[src/rtl/vec_fmul_sequencer_if.sv]
// Bundle of the handshake and datapath signals of vec_fmul_sequencer.
//   master : the surrounding system (operand producer, result consumer and
//            the external combinational FP32 multiplier that drives mul_out)
//   slave  : the sequencer itself
// Signals:
//   start_valid / start_ready : operand pair handshake
//   vec_a, vec_b, lane_mask   : operand vectors (lane i = bits [32i+31:32i]) and lane enables
//   mul_a, mul_b, mul_out     : one-lane-per-cycle link to the external multiplier
//   res_valid / res_ready     : result handshake, res_vec carries the result vector
//   busy, lane_idx            : status (busy while multiplying, lane being processed)
interface vec_fmul_sequencer_if #(
  parameter int LANES = 4,
  parameter int IDXW  = 2
);
  logic                  start_valid;
  logic                  start_ready;
  logic [LANES*32-1:0]   vec_a;
  logic [LANES*32-1:0]   vec_b;
  logic [LANES-1:0]      lane_mask;
  logic [31:0]           mul_a;
  logic [31:0]           mul_b;
  logic [31:0]           mul_out;
  logic                  res_valid;
  logic                  res_ready;
  logic [LANES*32-1:0]   res_vec;
  logic                  busy;
  logic [IDXW-1:0]       lane_idx;

  modport master (
    output start_valid, vec_a, vec_b, lane_mask, mul_out, res_ready,
    input  start_ready, mul_a, mul_b, res_valid, res_vec, busy, lane_idx
  );

  modport slave (
    input  start_valid, vec_a, vec_b, lane_mask, mul_out, res_ready,
    output start_ready, mul_a, mul_b, res_valid, res_vec, busy, lane_idx
  );
endinterface

[src/rtl/vec_fmul_sequencer.sv]
// Sequences an element-wise FP32 vector multiply through a single external
// combinational multiplier, one lane per clock.
// Ports:
//   clk : clock, all state changes on the rising edge
//   rst : synchronous active-high reset
//   bus : vec_fmul_sequencer_if slave modport (operand handshake, multiplier
//         link, result handshake, busy / lane_idx status)
// Flow: IDLE accepts an operand pair, RUN spends exactly LANES cycles feeding
// lane lane_idx to the multiplier and storing its product (or zero for a
// masked-off lane), DONE presents the result until the consumer takes it.
module vec_fmul_sequencer #(
  parameter int LANES = 4,
  parameter int IDXW  = 2
) (
  input logic                 clk,
  input logic                 rst,
  vec_fmul_sequencer_if.slave bus
);

  typedef enum logic [1:0] {
    IDLE,
    RUN,
    DONE
  } state_t;

  state_t                state;
  logic [LANES*32-1:0]   op_a;
  logic [LANES*32-1:0]   op_b;
  logic [LANES-1:0]      mask;
  logic [LANES*32-1:0]   res;
  logic [IDXW-1:0]       lane_idx;
  logic [31:0]           mul_a;
  logic [31:0]           mul_b;
  logic                  start_ready;
  logic                  res_valid;
  logic                  busy;

  // All outputs are registered. mul_a/mul_b are loaded one cycle ahead with
  // the lane that the next RUN cycle will multiply, so they always match
  // lane_idx while in RUN and are zero elsewhere.
  always_ff @(posedge clk) begin
    if (rst) begin
      state       <= IDLE;
      op_a        <= '0;
      op_b        <= '0;
      mask        <= '0;
      res         <= '0;
      lane_idx    <= '0;
      mul_a       <= '0;
      mul_b       <= '0;
      start_ready <= 1'b1;
      res_valid   <= 1'b0;
      busy        <= 1'b0;
    end else begin
      case (state)
        IDLE: begin
          if (bus.start_valid) begin
            op_a        <= bus.vec_a;
            op_b        <= bus.vec_b;
            mask        <= bus.lane_mask;
            lane_idx    <= '0;
            mul_a       <= bus.vec_a[31:0];
            mul_b       <= bus.vec_b[31:0];
            start_ready <= 1'b0;
            busy        <= 1'b1;
            state       <= RUN;
          end
        end

        RUN: begin
          // Masked-off lanes are written with zero rather than left stale.
          res[int'(lane_idx)*32 +: 32] <= mask[lane_idx] ? bus.mul_out : 32'h0;
          if (lane_idx == IDXW'(LANES - 1)) begin
            mul_a     <= 32'h0;
            mul_b     <= 32'h0;
            busy      <= 1'b0;
            res_valid <= 1'b1;
            state     <= DONE;
          end else begin
            lane_idx <= lane_idx + IDXW'(1);
            mul_a    <= op_a[(int'(lane_idx) + 1)*32 +: 32];
            mul_b    <= op_b[(int'(lane_idx) + 1)*32 +: 32];
          end
        end

        DONE: begin
          if (bus.res_ready) begin
            res_valid   <= 1'b0;
            start_ready <= 1'b1;
            state       <= IDLE;
          end
        end

        default: begin
          mul_a       <= 32'h0;
          mul_b       <= 32'h0;
          start_ready <= 1'b1;
          res_valid   <= 1'b0;
          busy        <= 1'b0;
          state       <= IDLE;
        end
      endcase
    end
  end

  assign bus.start_ready = start_ready;
  assign bus.res_valid   = res_valid;
  assign bus.busy        = busy;
  assign bus.lane_idx    = lane_idx;
  assign bus.mul_a       = mul_a;
  assign bus.mul_b       = mul_b;
  assign bus.res_vec     = res;

endmodule

[src/flat_wrapper.sv]
// flat-port wrapper written by rule: the top's interface ports become plain ports
module vec_fmul_sequencer_flat 
#(
  parameter int LANES = 4,
  parameter int IDXW  = 2
)
  (clk, rst, bus_start_valid, bus_vec_a, bus_vec_b, bus_lane_mask, bus_mul_out, bus_res_ready, bus_start_ready, bus_mul_a, bus_mul_b, bus_res_valid, bus_res_vec, bus_busy, bus_lane_idx);
  vec_fmul_sequencer_if #(.LANES(LANES), .IDXW(IDXW)) bus_i ();
  input logic clk;
  input logic rst;
  input wire logic [$bits(bus_i.start_valid)-1:0] bus_start_valid;
  input wire logic [$bits(bus_i.vec_a)-1:0] bus_vec_a;
  input wire logic [$bits(bus_i.vec_b)-1:0] bus_vec_b;
  input wire logic [$bits(bus_i.lane_mask)-1:0] bus_lane_mask;
  input wire logic [$bits(bus_i.mul_out)-1:0] bus_mul_out;
  input wire logic [$bits(bus_i.res_ready)-1:0] bus_res_ready;
  output wire logic [$bits(bus_i.start_ready)-1:0] bus_start_ready;
  output wire logic [$bits(bus_i.mul_a)-1:0] bus_mul_a;
  output wire logic [$bits(bus_i.mul_b)-1:0] bus_mul_b;
  output wire logic [$bits(bus_i.res_valid)-1:0] bus_res_valid;
  output wire logic [$bits(bus_i.res_vec)-1:0] bus_res_vec;
  output wire logic [$bits(bus_i.busy)-1:0] bus_busy;
  output wire logic [$bits(bus_i.lane_idx)-1:0] bus_lane_idx;
  assign bus_i.start_valid = bus_start_valid;
  assign bus_i.vec_a = bus_vec_a;
  assign bus_i.vec_b = bus_vec_b;
  assign bus_i.lane_mask = bus_lane_mask;
  assign bus_i.mul_out = bus_mul_out;
  assign bus_i.res_ready = bus_res_ready;
  assign bus_start_ready = bus_i.start_ready;
  assign bus_mul_a = bus_i.mul_a;
  assign bus_mul_b = bus_i.mul_b;
  assign bus_res_valid = bus_i.res_valid;
  assign bus_res_vec = bus_i.res_vec;
  assign bus_busy = bus_i.busy;
  assign bus_lane_idx = bus_i.lane_idx;
  vec_fmul_sequencer #(.LANES(LANES), .IDXW(IDXW)) u_core (.clk(clk), .rst(rst), .bus(bus_i));
endmodule
[config.mk]
export PLATFORM = sky130hd
export DESIGN_NAME = vec_fmul_sequencer_flat
export DESIGN_NICKNAME = d
export VERILOG_FILES = /design/src/rtl/vec_fmul_sequencer_if.sv /design/src/rtl/vec_fmul_sequencer.sv /design/src/flat_wrapper.sv
export SDC_FILE = /design/constraint.sdc
export NUM_CORES = 1
export LEC_CHECK = 0
export ABC_AREA = 1
export ABC_CLOCK_PERIOD_IN_PS = 5600
export BUFFER_PORTS_ARGS = -buffer_cell sky130_fd_sc_hd__buf_2
export CAP_MARGIN = 20
export CORE_MARGIN = 2
export CORE_UTILIZATION = 35
export CTS_CLUSTER_DIAMETER = 120
export DETAILED_ROUTE_END_ITERATION = 7
export GPL_ROUTABILITY_DRIVEN = 0
export GPL_TIMING_DRIVEN = 0
export PLACE_DENSITY = 0.58
export REMOVE_ABC_BUFFERS = 1
export SLEW_MARGIN = 20
export SYNTH_ARGS = -nofsm -noshare
export SYNTH_HDL_FRONTEND = slang
export SYNTH_SLANG_ARGS = --single-unit
[constraint.sdc]
create_clock -name clk -period 5.6 [get_ports clk]
set_input_delay 0.28 -clock clk [delete_from_list [all_inputs] [get_ports clk]]
set_output_delay 0.28 -clock clk [all_outputs]
set_load 0.01 [all_outputs]
; ---- Yosys cells after proc, flatten, opt, wreduce, memory -nomap -nowiden
; Index checks and enable logic that the tools add are counted.
; W data, S select, Z words.
[word_totals]
ff_bits = 459
output_inout_bits = 197
input_bits = 296
word_cells = 64
[classes]
bitwise_logic = 3
n_reduce_logical = 9
n_addsub = 3
shifts = 4
n_lt_le_gt_ge = 1
mux = 26
n_eq_ne = 7
[op_table]
columns = op, count
row1 = $shiftx A128 B32 Y32, 2
row2 = $pmux W32 S3, 2
row3 = $mux W32, 5
row4 = $bwmux W128, 1
row5 = $shift A32 B33 Y128 const A, 1
row6 = $shiftx A32 B33 Y128, 1
row7 = $neg A7 Y33, 1
row8 = $reduce_and A3 Y1, 5
row9 = $mux W2, 5
row10 = $pmux W1 S3, 3
row11 = $mux W1, 7
row12 = $ne A2 B2 Y1 const B, 3
row13 = $pmux W2 S3, 1
row14 = $eq A2 B2 Y1 const B, 2
row15 = $pmux W2 S2, 1
row16 = $reduce_and A2 Y1, 2
row17 = $add A2 B1 Y3 const B, 1
row18 = $lt A2 B3 Y1 const B, 1
row19 = $not A1 Y1, 3
row20 = $add A2 B1 Y2 const B, 1
row21 = $bmux W1 S2, 1
row22 = $eq A2 B1 Y1 const B, 1
row23 = $logic_not A2 Y1, 1
row24 = $ne A2 B1 Y1 const B, 1
row25 = $reduce_bool A2 Y1, 1

; ---- Longest topological paths before layout
; Gate-level depths: netlist of the first run.
[logic_depth]
ltp_word = 5
mapped_depth = 11

; ---- Worst setup path after synthesis of the first run
; Ideal clock, no wire load.
[synth_timing]
path_type = reg2reg
startpoint = register u_core.lane_idx[0] (netlist: u_core.bus.lane_idx[0])
endpoint = register u_core.res[46] (netlist: u_core.bus.res_vec[46])
slack_ns = 3.420
n_path_buf = 5
path_stages_with_launch = 11
arrival_ns = 2.109
path_cell_list = dfxtp_1 -> buf_2 -> inv_2 -> buf_4 -> buf_2 -> ha_1 -> clkinv_1 -> clkbuf_1 -> clkbuf_1 -> nand4_1 -> a21oi_1
[synth_via]
elab_chain_cells = 5
word_cells_on_any_way = 7
[synth_rtl]
columns = item, line
row1 = "start, declared", vec_fmul_sequencer.sv:31  ; logic [IDXW-1:0] lane_idx;
row2 = "start signal, assigned", vec_fmul_sequencer.sv:80  ; lane_idx <= lane_idx + IDXW'(1);
row3 = "parallel branches: the longest is 4 deep, another holds $neg A7 Y33", --
row4 = $bwmux W128 *, vec_fmul_sequencer.sv:72  ; res[int'(lane_idx)*32 +: 32] <= mask[lane_idx] ? bus.mul_out : 32'h0;
row5 = "end signal, assigned by index", vec_fmul_sequencer.sv:72
row6 = "end, declared", vec_fmul_sequencer.sv:30  ; logic [LANES*32-1:0] res;
; Every way passes the cells marked *. The select of a mux whose other input is x is not followed.
; A chain may end at the register's enable or synchronous reset.

; ---- Worst setup path after layout of the first run
[layout_timing]
startpoint = register u_core.lane_idx[0] (netlist: u_core.bus.lane_idx[0])
endpoint = register u_core.res[28] (netlist: u_core.bus.res_vec[28])
; The elaborated chain is that of the path after synthesis.

==> impl_metrics.json, run 1 <==
{
  "status": "finished, final reports clean",
  "syn_area_um2": 16400,
  "ir_worst_vdd_mv": 0.329,
  "synth_top_area_cell": "dfxtp_1",
  "synthToLayoutAreaGrowth_pct": 38.7,
  "seq_area_frac_synth_pct": 48.2,
  "avgSynthCellArea_um2": 7.08,
  "cp_slowest_cell": "nor4_4",
  "cts_buffer_depth": 3,
  "post-synth-top-count-cell": "nand2_1",
  "die_w_um": 221,
  "grt_usage_pct": 22.5,
  "cp.required_ns": 6.09,
  "htreeDepth": 2,
  "crit_start": "u_core.bus.lane_idx[0]",
  "dr_total_vias": 17446,
  "synthDistinctLibCells": 21,
  "grt_antenna_before_repair": 10,
  "overflow": 0,
  "synth_top_area_share_pct": 48.2,
  "whs_ns": 0.0262,
  "drc_errors": 0,
  "hold_start": "bus_vec_b[63]",
  "dieArea_um2": 48700,
  "cts_tree": "yes",
  "hold_path.class": "input port to flip-flop",
  "clkTransAtPathRegs_ns": 0.06,
  "dp_cells": 3254,
  "synthArstFlopShare_pct": 0,
  "synth_common_cells": "nand2_1 (619), dfxtp_1 (395), a21oi_1 (380), o21ai_0 (267), inv_1 (221)",
  "numCtsBuffers": 45,
  "cts_resized": 0,
  "synth_flop_cell": "dfxtp_1",
  "worstMarginPinSlew_ns": 0.875,
  "grt_busiest_layer": "met2",
  "critPathMaxFanout": 97,
  "finalSetupViolCount": 0,
  "p_leak_nw": 10.2,
  "powerDensity_nw_per_um2": 314,
  "crit_chain": "buf_16 -> inv_4 -> ha_1 -> clkinv_4 -> nor4_4 -> buf_6 -> buf_4 -> buf_4 -> nand2_1 -> a21oi_1",
  "grt_util_met1_pct": 27.9,
  "grt_pass1_vias": 16281,
  "drtPass1Iterations": 5,
  "ys_ff_latch": 395,
  "fin_crit_ns": 3.66,
  "hold_violations": 0,
  "root_buffer": "clkbuf_16",
  "dpl.hpwl_um": 37800,
  "port_buffers": 492,
  "nets": 3171,
  "cts_setup_buffers": 0,
  "initial_utilization_pct": 35.3,
  "critPathMostFrequentCell": "buf_4",
  "yosys_warnings": 0,
  "use_met3_pct": 4.85,
  "crit_arrival_ns": 4.15,
  "cap_violations": 0,
  "synth_cells": 2318,
  "crit_type": "flip-flop to flip-flop",
  "cts_hold_buf": 175,
  "rsz0062_at_grt": "false",
  "fin_skew_ns": 0.0103,
  "yosys-top-cells-area": "dfxtp_1 (48%), nand2_1 (14%), a21oi_1 (12%)",
  "fmax_ghz": 0.273,
  "period_share_pct": 65.4,
  "multi_input_comb_area_um2": 6980,
  "cts.sinks": 395,
  "ant_nets": 0,
  "wl_per_cell_um": 16.5,
  "grt_pass1_wl_um": 87300,
  "crit_buf_inv": 6,
  "relSlewSlack_pct": 41.5,
  "io_pins": 493,
  "r2r_start": "u_core.bus.lane_idx[0]",
  "regArea_um2": 7910,
  "maxSlewViolCount": 0,
  "synth_edf_count": 0,
  "cp_top_family": "buffers and inverters",
  "placementRows": 79,
  "core_um2": 46500,
  "wl_um": 58000,
  "grt_use_met2_pct": 38.5,
  "fillers": 4650,
  "clkLatencyLatePin_ns": 0.56,
  "final_layout_size_suffix_gt1_share_pct": 21.5,
  "final-instance-count-excl-fill": 3515,
  "total_power_mw": 7.14,
  "drtIter0Drc": 1132,
  "end_kind": "flip-flop",
  "vias_per_cell": 4.96,
  "die_h_um": 221,
  "cp-start-kind": "flip-flop",
  "grt_start_max_net_pins": 156,
  "crit_path_max_incr_delay_ns": 0.59
}
-- area by class of cell --
class                           instances  share of cell area, %
Inverter                              227                   3.82
Clock inverter                         12                  0.840
Multi-Input combinational cell       1511                   30.7
Antenna cell                            8                 0.0879
Tap cell                              607                   3.33
Timing Repair Buffer                  689                   20.7
Clock buffer                           66                   5.83
Sequential cell                       395                   34.7
-- cells by family (layout without fill, tap and decap cells) --
family / after synthesis / count (layout) / synth area share (%)
flip-flops: 395 / 395 / 48.2
adder cells (fa/ha/maj): 6 / 6 / 0.457
AND/OR/NAND/NOR: 857 / 857 / 21.9
other: 0 / 8 / 0
AO/OA/AOI/OAI: 648 / 648 / 19.8
buffers and inverters: 412 / 994 / 9.72
-- worst register-to-register path: stages, from the launching register on --
cell	delay [ns]
dfxtp_4	0.52
buf_16	0.29
inv_4	0.40
ha_1	0.29
clkinv_4	0.51
nor4_4	0.61
buf_6	0.22
buf_4	0.23
buf_4	0.22
nand2_1	0.14
a21oi_1	0.15
-- power by group --
part           internal [mW]  switching (mW)  leakage [nW]
Clock                   1.86            1.19         0.745
Combinational          0.408           0.640          6.23
Sequential              2.97          0.0625          3.24
Total                   5.25            1.90          10.2
-- per-layer routing --
layer / up-vias / routed length (um) / share of wire, %
met1: 8089 / 24700 / 42
met3: 108 / 4280 / 7.4
met2: 619 / 27600 / 47
met4: 6 / 1510 / 2.6
li1: 8624 / - / -
met5: - / 37 / 0.064
-- placed cells by master, fill, tap and decap left out, drive strengths merged, types with 66 or more instances in the layout --
cell and n:
dfxtp 395, a21oi 380, o21ai 267, nand2 621, nand3 100, clkbuf 66
inv 226, nor2 70, dlygate4sd3 175, buf 514
-- through the flow --
stage,area [um2],TNS (ns),worst slack [ns],util [%]
2_1_floorplan,15700,-295.42,-1.70,-
3_3_place_gp,18900,-2602.92,-8.20,40.7
3_5_place_dp,19500,0,1.99,41.9
4_1_cts,22800,0,1.94,49.0
5_1_grt,22800,0,1.78,49.0
6_report,22800,0,1.94,49.0
-- registers in the layout (all words and copies together) (netlist names) --
| name | cells |
|---|---|
| u_core.bus.res_vec | 128 |
| u_core.op_a | 96 |
| u_core.op_b | 96 |
| u_core.bus.mul_a | 32 |
| u_core.bus.mul_b | 32 |
| u_core.mask | 4 |
| u_core.bus.lane_idx | 2 |
| u_core.state | 2 |
| u_core.bus.busy | 1 |
| u_core.bus.res_valid | 1 |
| u_core.bus.start_ready | 1 |
-- final timing paths --
kind,endpoint,slack [ns],depth (start not counted)
worst min register to register,u_core.op_a[116],0.45,2
worst max-delay path,u_core.bus.res_vec[28],1.94,10
worst min-delay path,u_core.op_b[63],0.03,3
worst max register to register,u_core.bus.res_vec[28],1.94,10
No activity file was read; power rests on OpenSTA's default activity.
==> run 2, diff against run 1 <==
--- a/config.mk
+++ b/config.mk
@@ -6,7 +6,7 @@
 export NUM_CORES = 1
 export LEC_CHECK = 0
 export ABC_AREA = 1
-export ABC_CLOCK_PERIOD_IN_PS = 5600
+export ABC_CLOCK_PERIOD_IN_PS = 3100
 export BUFFER_PORTS_ARGS = -buffer_cell sky130_fd_sc_hd__buf_2
 export CAP_MARGIN = 20
 export CORE_MARGIN = 2
@@ -15,7 +15,7 @@
 export DETAILED_ROUTE_END_ITERATION = 7
 export GPL_ROUTABILITY_DRIVEN = 0
 export GPL_TIMING_DRIVEN = 0
-export PLACE_DENSITY = 0.58
+export PLACE_DENSITY = 0.6
 export REMOVE_ABC_BUFFERS = 1
 export SLEW_MARGIN = 20
 export SYNTH_ARGS = -nofsm -noshare
==> constraint.sdc (replaced) <==
create_clock -name clk -period 3.1 [get_ports clk]
set_input_delay 0.155 -clock clk [delete_from_list [all_inputs] [get_ports clk]]
set_output_delay 0.155 -clock clk [all_outputs]
set_load 0.01 [all_outputs]
==> run 2 against run 1 <==
  * Clock power increased by 74%
  * Largest power group is now registers
  * Hold slack gained 0.018 ns
  * Non-clock buffer count rose by 119
  * Critical endpoint is now u_core.bus.res_vec[19]
  * Largest cell class unchanged
==> impl_metrics.json, run 2 (synthesized netlist as in run 1, its figures left out) <==
{
  "grt_antenna_before_repair": 8,
  "die_h_um": 221,
  "ant_nets": 0,
  "end_kind": "flip-flop",
  "total_power_mw": 12.9,
  "vias_per_cell": 4.96,
  "cts.sinks": 395,
  "grt_usage_pct": 23.4,
  "crit_chain": "inv_6 -> ha_1 -> clkinv_8 -> nor4_4 -> buf_6 -> buf_6 -> nand2_1 -> a21oi_1",
  "hold_path.class": "input port to flip-flop",
  "io_pins": 493,
  "cap_violations": 0,
  "worstMarginPinSlew_ns": 0.858,
  "fin_skew_ns": 0.0166,
  "p_int_mw": 9.39,
  "pwr-share-clk_pct": 41.5,
  "cp_slowest_cell": "dfxtp_4",
  "combPwrFrac_pct": 15.9,
  "ir_worst_vdd_mv": 0.368,
  "netSwitchingPower_mw": 3.48,
  "core_um2": 46500,
  "period_share_pct": 92.5,
  "cts_tree": "yes",
  "dieArea_um2": 48700,
  "layout_commonest_cell": "nand2_1",
  "use_met3_pct": 4.95,
  "largest_reg_flops": 128,
  "final-instance-count-excl-fill": 3636,
  "initial_utilization_pct": 35.3,
  "crit_type": "flip-flop to flip-flop",
  "grt_use_met2_pct": 40.3,
  "cp.required_ns": 3.58,
  "numCtsBuffers": 45,
  "fin_area_um2": 24000,
  "wl_per_cell_um": 16.5,
  "port_buffers": 492,
  "clkLatencyLatePin_ns": 0.56,
  "dr_total_vias": 18048,
  "crit_path_max_incr_delay_ns": 0.57,
  "maxSlewViolCount": 0,
  "place_area_um2": 19600,
  "critPathMostFrequentCell": "buf_6",
  "dpl.hpwl_um": 37800,
  "fin_crit_ns": 2.87,
  "grt_util_met1_pct": 28.2,
  "wl_um": 60000,
  "powerDensity_nw_per_um2": 536,
  "dp_cells": 3256,
  "hold_violations": 0,
  "pwr-share-seq_pct": 42.7,
  "drtPass1Iterations": 5,
  "swShare_pct": 27.0,
  "drtIter0Drc": 1215,
  "drc_errors": 0,
  "grt_pass1_wl_um": 91100,
  "final_layout_size_suffix_gt1_share_pct": 21.0,
  "grt_start_max_net_pins": 133,
  "p_leak_nw": 10.7,
  "critPathMaxFanout": 97,
  "root_buffer": "clkbuf_16",
  "grt_pass1_vias": 17449,
  "rsz0062_at_grt": "false",
  "fmax_ghz": 0.349,
  "cts_buffer_depth": 3,
  "status": "finished, final reports clean",
  "placementRows": 79,
  "layout_common_cells": "nand2_1 (614), buf_2 (491), dfxtp_1 (394), a21oi_1 (380), dlygate4sd3_1 (291)",
  "crit_arrival_ns": 3.35,
  "htreeDepth": 2,
  "grt_busiest_layer": "met2",
  "cp-start-kind": "flip-flop",
  "synthToLayoutAreaGrowth_pct": 46.3,
  "overflow": 0,
  "nets": 3290,
  "clkTransAtPathRegs_ns": 0.06,
  "die_w_um": 221,
  "finalSetupViolCount": 0,
  "relSlewSlack_pct": 42.8
}
==> run 2: changes by cell type in the layout (fill, tap and decap cells not counted), sizes merged <==
cell | previous run | this run
inv | 226 | 227
bufinv | 5 | 0
dlygate4sd3 | 175 | 291
clkinv | 7 | 8
clkbuf | 66 | 70
buf | 514 | 517
clkinvlp | 1 | 2
==> run 2: path summary, 6_finish.rpt <==
check / startpoint / end / slack (ns) / cells after the start
max reg2reg: u_core.bus.lane_idx[0] / u_core.bus.res_vec[19] / 0.23 / 8
max: u_core.bus.lane_idx[0] / u_core.bus.res_vec[19] / 0.23 / 8
min reg2reg: u_core.op_b[110] / u_core.op_b[110] / 0.44 / 2
min: bus_mul_out[17] / u_core.bus.res_vec[17] / 0.04 / 5
==> run 2: repair_timing <==
| item | in CTS | in global routing |
|---|---|---|
| hold endpoints to repair | 376 | 0 |
| gates resized for setup | 1 | 2 |
| setup endpoints to repair | 32 | 4 |
| buffers inserted | 1 | 0 |
| pin swaps | 1 | 0 |
| hold buffers | 291 | 0 |
==> run 2: power by group through the flow <==
stage                     logic [mW]  clock network, mW  registers [mW]
after global placement          1.64                  0            5.61
after CTS                       2.03               5.46            5.49
after detailed placement        1.73                  0            5.60
final                           2.04               5.33            5.49
after global routing            2.27               5.66            5.51
after floorplan                0.914                  0            5.62
==> run 2: worst max-delay path, delay by kind of cell, from the launching register on <==
kind,cells,cell delay [ns]
AO/OA/AOI/OAI,1,0.15
adder cells (fa/ha/maj),1,0.34
buffers and inverters,4,1.13
flip-flops,1,0.57
AND/OR/NAND/NOR,2,0.55
==> run 2: per-layer routing <==
metal / wire length, um / up-vias
met2: 28400 / 759
met1: 24800 / 8294
met3: 4680 / 142
li1: - / 8851
met4: 2110 / 2
met5: 13 / -
==> run 2: final cells by class <==
type | count | area, um2
multi-input cells | 1511 | 6990
flip-flops and latches | 395 | 7910
clock buffers | 70 | 1430
repair buffers | 808 | 5960
well taps | 607 | 759
clock inverters | 10 | 62.6
diodes | 8 | 20.0
fillers | 4403 | 22400
inverters | 227 | 880
==> run 2: per-stage QoR <==
step	setup slack (ns)	util (%)	setup TNS, ns	hold WS (ns)
after CTS	0.00957	51.6	0	0.000139
after detailed placement	-0.524	42.1	-7.40	0.425
after global placement	-10.54	40.7	-3571.27	0.414
final	0.232	51.7	0	0.0438
after global routing	0.0562	51.7	0	0.0349
after floorplan	-4.20	-	-1271.71	0.224
